`src/rtl/fetch_unit.sv`:
```
// Purpose : instruction fetch front end; issues imem reads from the PC and presents inst/inst_pc/inst_valid to decode.
// Latency : 1 cycle from imem request (imem_en=1) to inst_valid/inst_pc for that address.
// Backpressure: stall holds the fetch (imem_en=0, PC and displayed response frozen); a redirect overrides stall.
//
// Ports:
//   clk, rst          core clock; asynchronous active-high reset
//   stall             pipeline stall from decode/execute
//   redirect_valid    take redirect_pc this cycle (branch/jump from execute)
//   redirect_pc       redirect target, low 2 bits ignored
//   imem_en/imem_addr synchronous imem read request
//   imem_dout         imem read data, valid one cycle after an enabled request
//   inst/inst_pc      fetched instruction and its PC
//   inst_valid        inst/inst_pc carry a live fetch
//
// Optional build macro FETCH_PERF_EN adds fetch_count and redirect_count outputs.

module fetch_unit #(
    parameter int                  PC_WIDTH   = 32,
    parameter int                  INST_WIDTH = 32,
    parameter logic [PC_WIDTH-1:0] RESET_PC   = 32'h4000_0000
) (
    input  logic                  clk,
    input  logic                  rst,
    input  logic                  stall,
    input  logic                  redirect_valid,
    input  logic [PC_WIDTH-1:0]   redirect_pc,
    output logic                  imem_en,
    output logic [PC_WIDTH-1:0]   imem_addr,
    input  logic [INST_WIDTH-1:0] imem_dout,
    output logic [INST_WIDTH-1:0] inst,
    output logic [PC_WIDTH-1:0]   inst_pc,
    output logic                  inst_valid
`ifdef FETCH_PERF_EN
    ,
    output logic [31:0]           fetch_count,
    output logic [31:0]           redirect_count
`endif
);

    typedef enum logic {
        BOOT = 1'b0,
        RUN  = 1'b1
    } state_t;

    state_t                state_q, state_d;
    logic [PC_WIDTH-1:0]   pc_q, pc_d;
    logic [PC_WIDTH-1:0]   resp_pc_q, resp_pc_d;
    logic                  resp_valid_q, resp_valid_d;

    logic [PC_WIDTH-1:0]   target;
    logic                  fetch;

    // Redirect targets are forced word aligned; without a redirect the
    // request address is simply the sequential PC.
    always_comb begin
        target = pc_q;
        if (redirect_valid) begin
            target = {redirect_pc[PC_WIDTH-1:2], 2'b00};
        end
    end

    always_comb begin
        state_d      = state_q;
        pc_d         = pc_q;
        resp_pc_d    = resp_pc_q;
        resp_valid_d = resp_valid_q;
        fetch        = 1'b0;

        case (state_q)
            // First cycle out of reset always fetches; stall is not yet
            // meaningful because nothing has been presented to decode.
            BOOT: begin
                fetch   = 1'b1;
                state_d = RUN;
            end
            RUN: begin
                if (redirect_valid) begin
                    fetch = 1'b1;
                end else if (!stall) begin
                    fetch = 1'b1;
                end
            end
            default: begin
                state_d = BOOT;
            end
        endcase

        // A stalled cycle leaves everything untouched; with imem_en low the
        // BRAM keeps driving the same word, so inst stays stable too.
        if (fetch) begin
            pc_d         = target + PC_WIDTH'(4);
            resp_pc_d    = target;
            resp_valid_d = 1'b1;
        end
    end

    always_ff @(posedge clk or posedge rst) begin
        if (rst) begin
            state_q      <= BOOT;
            pc_q         <= RESET_PC;
            resp_pc_q    <= '0;
            resp_valid_q <= 1'b0;
        end else begin
            state_q      <= state_d;
            pc_q         <= pc_d;
            resp_pc_q    <= resp_pc_d;
            resp_valid_q <= resp_valid_d;
        end
    end

    // imem_en is gated by rst so the request drops the moment reset is
    // asserted, not at the next edge. When not fetching, target equals pc_q.
    assign imem_en    = fetch && !rst;
    assign imem_addr  = target;
    assign inst       = imem_dout;
    assign inst_pc    = resp_pc_q;
    assign inst_valid = resp_valid_q;

`ifdef FETCH_PERF_EN
    logic [31:0] fetch_count_q, fetch_count_d;
    logic [31:0] redirect_count_q, redirect_count_d;

    always_comb begin
        fetch_count_d    = fetch_count_q;
        redirect_count_d = redirect_count_q;
        if (imem_en) begin
            fetch_count_d = fetch_count_q + 32'd1;
        end
        if (redirect_valid && !rst) begin
            redirect_count_d = redirect_count_q + 32'd1;
        end
    end

    always_ff @(posedge clk or posedge rst) begin
        if (rst) begin
            fetch_count_q    <= '0;
            redirect_count_q <= '0;
        end else begin
            fetch_count_q    <= fetch_count_d;
            redirect_count_q <= redirect_count_d;
        end
    end

    assign fetch_count    = fetch_count_q;
    assign redirect_count = redirect_count_q;
`endif

endmodule
```
`config.mk`:
```
export PLATFORM = sky130hd
export DESIGN_NAME = fetch_unit
export DESIGN_NICKNAME = d
export VERILOG_FILES = /design/src/rtl/fetch_unit.sv
export SDC_FILE = /design/constraint.sdc
export NUM_CORES = 1
export LEC_CHECK = 0
export BUFFER_PORTS_ARGS = -buffer_cell sky130_fd_sc_hd__clkbuf_2
export CAP_MARGIN = 15
export CORE_MARGIN = 8
export CORE_UTILIZATION = 30
export DETAILED_ROUTE_END_ITERATION = 10
export GPL_TIMING_DRIVEN = 0
export PLACE_DENSITY = 0.61
export SLEW_MARGIN = 10
export SYNTH_ARGS = -nofsm -noshare
export SYNTH_HDL_FRONTEND = slang
export SYNTH_SLANG_ARGS = --single-unit
```
`constraint.sdc`:
```
create_clock -name clk -period 4.1 [get_ports clk]
set_input_delay 0.205 -clock clk [delete_from_list [all_inputs] [get_ports clk]]
set_output_delay 0.205 -clock clk [all_outputs]
set_load 0.05 [all_outputs]
```
==> results of run 1 <==
## registers in the layout, summed over array words and instances (netlist names)
signal / count
pc_q: 32
inst_pc: 30
inst_valid: 1
state_q: 1
## path summary, 6_finish.rpt
check / cells past startpoint / end / startpoint / slack, ns
setup / recovery: 13 / pc_q[24]$_DFFE_PP0N_ / redirect_valid / 0.32
min in group asynchronous: 3 / inst_pc[24]$_DFFE_PP0N_ / rst / 0.37
hold reg to reg: 1 / inst_valid$_DFFE_PP0N_ / inst_valid$_DFFE_PP0N_ / 0.47
max in group asynchronous: 4 / pc_q[30]$_DFFE_PP1N_ / rst / 3.17
setup reg to reg: 8 / pc_q[24]$_DFFE_PP0N_ / pc_q[3]$_DFFE_PP0N_ / 1.14
hold / removal: 3 / inst_pc[25]$_DFFE_PP0N_ / redirect_pc[25] / 0.20
## critical path, stage by stage
cell and delay, ns:
clkbuf_2 0.15, buf_6 0.16, clkbuf_2 0.24, clkbuf_2 0.34
buf_2 0.36, mux2_2 0.26, ha_1 0.27, nand4b_1 0.16
a221o_1 0.48, or4_1 0.60, buf_2 0.20, o31a_1 0.29
o31ai_1 0.28
## logic make-up after synthesis
family | Yosys count
and+or+nand+nor | 168
AOI/OAI and AO/OA | 84
buffers and inverters | 80
DFF | 64
muxes | 29
xor gates and xnor gates | 15
adders and majority gates | 1
other | 1
## routing by layer
metal	routed length (um)	vias up	GRT usage (%)
li1	-	1789	-
met1	5810	1807	20.0
met2	6490	188	26.2
met3	1290	24	5.51
met4	324	0	8.50
met5	0	-	0
## power breakdown
group | total (mW) | switching [mW] | internal (mW)
Combinational | 0.827 | 0.615 | 0.212
Sequential | 0.798 | 0.0715 | 0.727
Clock | 0.736 | 0.278 | 0.458
Total | 2.36 | 0.964 | 1.40
## Yosys cell counts (2+ instances only)
cell       number
nand3_1        12
o31ai_1        12
nand2_1        34
nor4_1          6
o21a_1          4
and3b_1         5
o21ai_0        11
nor3_1          4
o31a_1          4
and2_1          3
a31oi_1         4
a21oi_1        40
mux2i_1        22
clkbuf_1       13
nor2b_1         4
inv_1          24
nand3b_1        3
buf_1           2
nand4b_1        6
xnor2_1        14
nand2b_1        2
dfrtp_1        63
mux2_2          7
and3_1         10
buf_4          34
or2_2           2
a2bb2oi_1       3
nand4_1         8
nor2_1         61
and4_1          5
buf_2           6
## layout by cell type, fill, tap and decap left out, drive strengths merged, types with 5 or more instances in the layout
cell type	netlist	layout
a21oi	40	40
and3	10	10
and3b	5	5
and4	5	5
buf	43	43
clkbuf	13	159
dfrtp	63	63
inv	24	24
mux2	7	7
mux2i	22	22
nand2	34	34
nand3	12	12
nand4	9	9
nand4b	6	6
nor2	61	61
nor4	6	6
o21ai	11	11
o31ai	12	12
xnor2	14	14
## cell type report
type                       instances  area, um^2  area share [%]
tap                              172         215            4.25
clock buffer                      14         274            5.42
clock inverter                     2        12.5           0.247
multi-input combinational        298        1810            35.8
inverter                          24        92.6            1.83
buffer                            56         358            7.07
sequential                        64        1600            31.7
timing repair buffer             133         693            13.7
## timing repair
item / CTS / global route
gates resized for setup: 1 / 3
pin swaps: 0 / 0
endpoints found under the setup margin: 3 / 2
endpoints found under the hold margin: 16 / 0
setup buffers: 0 / 0
hold buffers: 1 / 0
==> metrics.yaml, run 1 <==
die:
  initial_utilization_pct: 30.7
  die_w_um: 129
  die-area_mm2: 0.0167
  fp.coreArea_mm2: 0.0126
  ioPinCount: 166
  die_height_um: 129
  placementRows: 41
setup_path:
  cp.arrival_ns: 4.01
  required_ns: 4.33
  path_max_fanout: 10
  criticalPathCategory: "input port to register"
  capturing_element_type_of_the_critical_path: "register"
  setup.worst_path.start_class: "input port"
sta:
  relSlewSlack_pct: 32.5
  rsz_0062_raised_after_global_routing: "no"
  finalHoldWorstSlack_ns: 0.200
  final_period_util_pct: 92.2
  max_clock_freq_ghz: 0.264
  postLayoutSetupSlackWorst_ns: 0.318
  timing.final.setup_violations: 0
  fin_tns_setup_ns: 0
  worst_clock_skew_ns: 0.00658
  timing_max_transition_violations_final: 0
  period_needed_ns: 3.78
  final-hold-violation-count: 0
  max_slew.worst_pin.slew_ns: 1.00
yosys:
  synth_simple_gate_area_share_pct: 22.0
  synth_mux_area_share_pct: 7.75
  syn-mean-instance-area_um2: 8.72
  combinational_family_with_the_most_area_after_synthesis: "simple AND/OR/NAND/NOR gates"
  yosysSeqAreaShare_pct: 41.6
  postSynthNetCount: 511
  netlist.area_leader.share_pct: 40.9
  syn-cell-area_mm2: 0.00386
  synth_cells: 442
  async_flop_share_pct: 100
  synth_xor_xnor_area_share_pct: 3.41
  synthFlopType: "dfrtp_1"
  synthAdderAreaFrac_pct: 0.324
  synth-warning-count: 0
  synth_compound_gate_area_share_pct: 13.4
  postSynthRegisterBits: 64
  post_synth_main_area_contributors: "dfrtp_1 41%, buf_4 6.6%, nor2_1 5.9%, mux2i_1 5.7%, a21oi_1 5.2%"
  synth_cell_type_count: 45
  synth-edff-count: 0
  synth_area_leader_cell: "dfrtp_1"
global_route:
  grt_max_degree: 49
  first_global_vias: 3914
  grt_remaining_overflow: 0
  grt_antenna_before_repair: 0
  first_pass_grt_wire_length_um: 21400
  grtUsageTotal_pct: 16.7
clocking:
  cts_sinks: 64
  cts_tree: "yes"
  cts.htree.levels: 3
  worst_skew_pair.late_latency_ns: 0.34
  cts-root-to-sink-buffers: 2
  cts_inserted_buffers: 9
  clkTransAtPathRegs_ns: 0.05
  ctsRootBufferMaster: "clkbuf_16"
placed_design:
  dp_slack_ns: -0.437
  place.detailed.hpwl_um: 10800
  post-place-cells: 746
  buffer_ports.inserted: 131
  dpl-instance-area_mm2: 0.00476
  gpl.final_weighted_congestion: 0.917
routing:
  dr.first_iter.drc_count: 289
  route.detailed.wl_per_inst_um: 18.2
  final_antenna_net_count: 0
  via_count: 3808
  detailedRoute.firstPassIterationCount: 5
  post_drt_via_cell_ratio: 4.99
  drc: 0
  detail_route.wirelength_um: 13900
hold_path:
  worst_hold_path_type: "input port to register"
pwr:
  fin_total_pwr_mw: 2.36
  power.ir.vdd_worst_mv: 0.234
  total_leakage_power_nw: 2.49
  power.density_mw_per_mm2: 467
job:
  maxCapViolCount: 0
final_layout:
  finish.net_count: 655
  post-route-cell-area_mm2: 0.00506
  n_fill_cell: 1288
  fraction_of_final_layout_cells_with_drive_strength_greater_than_1_pct: 34.2
  fin_util_pct: 40.2
  antenna_cells: 0
  area_growth_syn_to_layout_pct: 31.2
  post_layout_nonfiller_instances: 763
run_status:
  status: "completed"
No activity file was read; power rests on OpenSTA's default activity.
==> inputs of run 2 (changes only) <==
- ABC_AREA: default -> 1
- PLACE_DENSITY: 0.61 -> 0.6
==> metrics.yaml, run 2 <==
final_layout:
  fin_util_pct: 39.4  # -0.82 points
  most-common-layout-cells: "180 x nand2_1, 130 x clkbuf_2, 90 x nor2_1"
  mostFrequentLayoutCell: "nand2_1"
  number_of_flip_flops_in_the_largest_register: 32  # unchanged
  register_area_mm2: 0.00160  # unchanged
  fraction_of_final_layout_cells_with_drive_strength_greater_than_1_pct: 36.4  # +2.2 points
  multiInputGateArea_mm2: 0.00188  # +3.7%
  finish.net_count: 768  # +17%
  antenna_cells: 0  # unchanged
  largest-register: "pc_q"
  n_fill_cell: 1459  # +13%
  area_growth_syn_to_layout_pct: 29.4
sta:
  period_needed_ns: 2.01  # -1.77 ns
  worst_clock_skew_ns: 0.00497  # -0.00161 ns
  max_slew.worst_pin.slew_ns: 0.564  # -0.438 ns
  relSlewSlack_pct: 62.4  # +30 points
  timing.final.setup_violations: 0  # unchanged
  rsz_0062_raised_after_global_routing: "no"
  max_clock_freq_ghz: 0.497  # +88%
  timing_max_transition_violations_final: 0  # unchanged
  fin_tns_setup_ns: 0  # unchanged
  final-hold-violation-count: 0  # unchanged
  final_period_util_pct: 49.0  # -43 points
yosys:
  postSynthRegisterBits: 64  # unchanged
  synth.top_cells.by_count: "180 x nand2_1, 90 x nor2_1, 63 x dfrtp_1, 46 x nand3_1, 35 x buf_4"
  yosysSeqAreaShare_pct: 40.0  # -1.5 points
  synth-warning-count: 0  # unchanged
  combinational_family_with_the_most_area_after_synthesis: "simple AND/OR/NAND/NOR gates"
  async_flop_share_pct: 100  # unchanged
  syn-cell-area_mm2: 0.00400  # +3.8%
  netlist.area_leader.share_pct: 39.4  # -1.5 points
  synth_cells: 556  # +26%
  syn-mean-instance-area_um2: 7.20  # -17%
  synth-edff-count: 0  # unchanged
  synth_mux_area_share_pct: 0  # -7.8 points
  synthAdderAreaFrac_pct: 0.313  # -0.012 points
  post_synth_main_area_contributors: "dfrtp_1 39%, nand2_1 17%, nor2_1 8.4%, buf_4 6.6%, nand3_1 5.8%"
  synth_xor_xnor_area_share_pct: 0  # -3.4 points
  synthFlopType: "dfrtp_1"
  postSynthNetCount: 625  # +22%
  synth_area_leader_cell: "dfrtp_1"
  synth_compound_gate_area_share_pct: 4.81  # -8.6 points
  synth.most_common_cell: "nand2_1"
  synth_cell_type_count: 29  # -36%
  synth_simple_gate_area_share_pct: 41.7  # +20 points
routing:
  drc: 0  # unchanged
  detailedRoute.firstPassIterationCount: 4  # -1
  post_drt_via_cell_ratio: 4.42  # -11%
  via_count: 3890  # +2.2%
  route.detailed.wl_per_inst_um: 15.1  # -17%
  final_antenna_net_count: 0  # unchanged
  dr.first_iter.drc_count: 224  # -22%
  detail_route.wirelength_um: 13300  # -4.2%
pwr:
  share_seq_of_total_power_pct: 34.6  # +0.8 points
  power.ir.vdd_worst_mv: 0.165  # -30%
  fin_total_pwr_mw: 2.16  # -8.4%
  total_leakage_power_nw: 2.71  # +8.8%
  power.density_mw_per_mm2: 418  # -11%
  p_switching_mw: 0.863  # -11%
  share_comb_of_total_power_pct: 33.0  # -2.0 points
  internal_power_mw: 1.30  # -6.9%
  power.switching_fraction_pct: 39.9  # -0.97 points
  p_clk_share_pct: 32.4  # +1.2 points
die:
  initial_utilization_pct: 30.5  # -0.22 points
  ioPinCount: 166  # unchanged
  die_w_um: 132  # +1.6%
  die-area_mm2: 0.0173  # +3.3%
  die_height_um: 132  # +1.6%
  fp.coreArea_mm2: 0.0131  # +4.5%
  placementRows: 42  # +2.4%
placed_design:
  buffer_ports.inserted: 130  # -0.76%
  place.detailed.hpwl_um: 10500  # -2.6%
  gpl.final_weighted_congestion: 0.832  # -9.3%
run_status:
  status: "completed"
global_route:
  grtUsageTotal_pct: 15.7  # -1.0 points
  grt_antenna_before_repair: 0  # unchanged
  first_pass_grt_wire_length_um: 21600  # +0.81%
  grt_remaining_overflow: 0  # unchanged
  grt_max_degree: 44  # -10%
  first_global_vias: 4032  # +3.0%
setup_path:
  setup.worst_path.start_class: "register"
  required_ns: 3.89  # -0.44 ns
  path_max_fanout: 10  # unchanged
  cp.arrival_ns: 1.81  # -2.20 ns
  criticalPathCategory: "register to primary output"
  capturing_element_type_of_the_critical_path: "primary output"
clocking:
  worst_skew_pair.late_latency_ns: 0.34  # about the same
  cts-root-to-sink-buffers: 2  # unchanged
  ctsRootBufferMaster: "clkbuf_16"
  cts_sinks: 64  # unchanged
  clkTransAtPathRegs_ns: 0.05  # about the same
  cts.htree.levels: 3  # unchanged
  post-cts-setup-buffers: 0  # unchanged
  cts_tree: "yes"
  cts_inserted_buffers: 9  # unchanged
hold_path:
  worst_hold_path_type: "input port to register"
job:
  maxCapViolCount: 0  # unchanged
==> run 2: cell types whose count changed after synthesis, moves of 12 or more <==
cell	change
mux2i_1	-22
nand2_1	+146
o31ai_1	-12
a21oi_1	-29
nand3_1	+34
xnor2_1	-14
nor2_1	+29
nand2_2	+32
==> run 2: area by class of cell <==
| class | count | area share (%) |
|---|---|---|
| Timing Repair Buffer | 132 | 13.3 |
| Multi-Input combinational cell | 409 | 36.3 |
| Tap cell | 176 | 4.25 |
| Inverter | 29 | 2.25 |
| Clock inverter | 4 | 0.386 |
| Clock buffer | 12 | 4.76 |
| Sequential cell | 64 | 30.9 |
| Buffer | 54 | 7.87 |
==> run 2: per-stage QoR <==
step                area, um^2  instances  hold slack (ns)  worst slack (ns)
finish                    5180        880            0.151              2.09
global route              5180        880            0.167              1.96
CTS                       5180        880            0.139              2.06
detailed placement        4900        863            0.202              2.18
global placement          4870        862            0.456              1.28
floorplan                 4000        556            0.401              2.18
==> run 2: kinds of logic after synthesis <==
| kind of cell | after synthesis |
|---|---|
| simple gates | 373 |
| buf+inv | 83 |
| flops | 64 |
| compound gates | 34 |
| fa+ha+maj | 1 |
| other cells | 1 |
==> run 2: worst paths after layout <==
path	start	to	slack (ns)	cells after the start
max	state_q$_DFF_PP0_	imem_en	2.09	6
min	redirect_pc[3]	inst_pc[3]$_DFFE_PP0N_	0.15	3
max reg2reg	pc_q[2]$_DFFE_PP0N_	pc_q[28]$_DFFE_PP0N_	2.26	11
min reg2reg	inst_pc[11]$_DFFE_PP0N_	inst_pc[11]$_DFFE_PP0N_	0.47	2
max in group asynchronous	rst	pc_q[16]$_DFFE_PP0N_	3.20	4
min in group asynchronous	rst	inst_pc[23]$_DFFE_PP0N_	0.39	3
==> run 2: what timing repair did <==
action	4_1_cts	5_1_grt
hold buffers	1	0
endpoints found under the hold margin	20	0
resized for setup	0	0
==> run 2: critical path: stages (launching register included) <==
cell,delay (ns)
dfrtp_1,0.33
nand3_2,0.21
inv_2,0.10
buf_2,0.21
buf_2,0.31
nor2_1,0.07
clkbuf_2,0.24
==> run 2: power groups by stage <==
stage | Combinational (mW) | Clock (mW) | Sequential (mW)
2_1_floorplan | 0.416 | 0 | 0.880
3_3_place_gp | 0.716 | 0 | 0.755
3_5_place_dp | 0.721 | 0 | 0.759
4_1_cts | 0.724 | 0.724 | 0.748
5_1_grt | 0.769 | 0.745 | 0.757
6_report | 0.714 | 0.702 | 0.748
==> run 2: layer usage <==
metal | wire length [um] | track usage, % | up-vias
li1 | - | - | 1986
met1 | 5840 | 18.6 | 1778
met2 | 6430 | 26.7 | 116
met3 | 924 | 4.73 | 10
met4 | 139 | 4.66 | 0
met5 | 0 | 0 | -
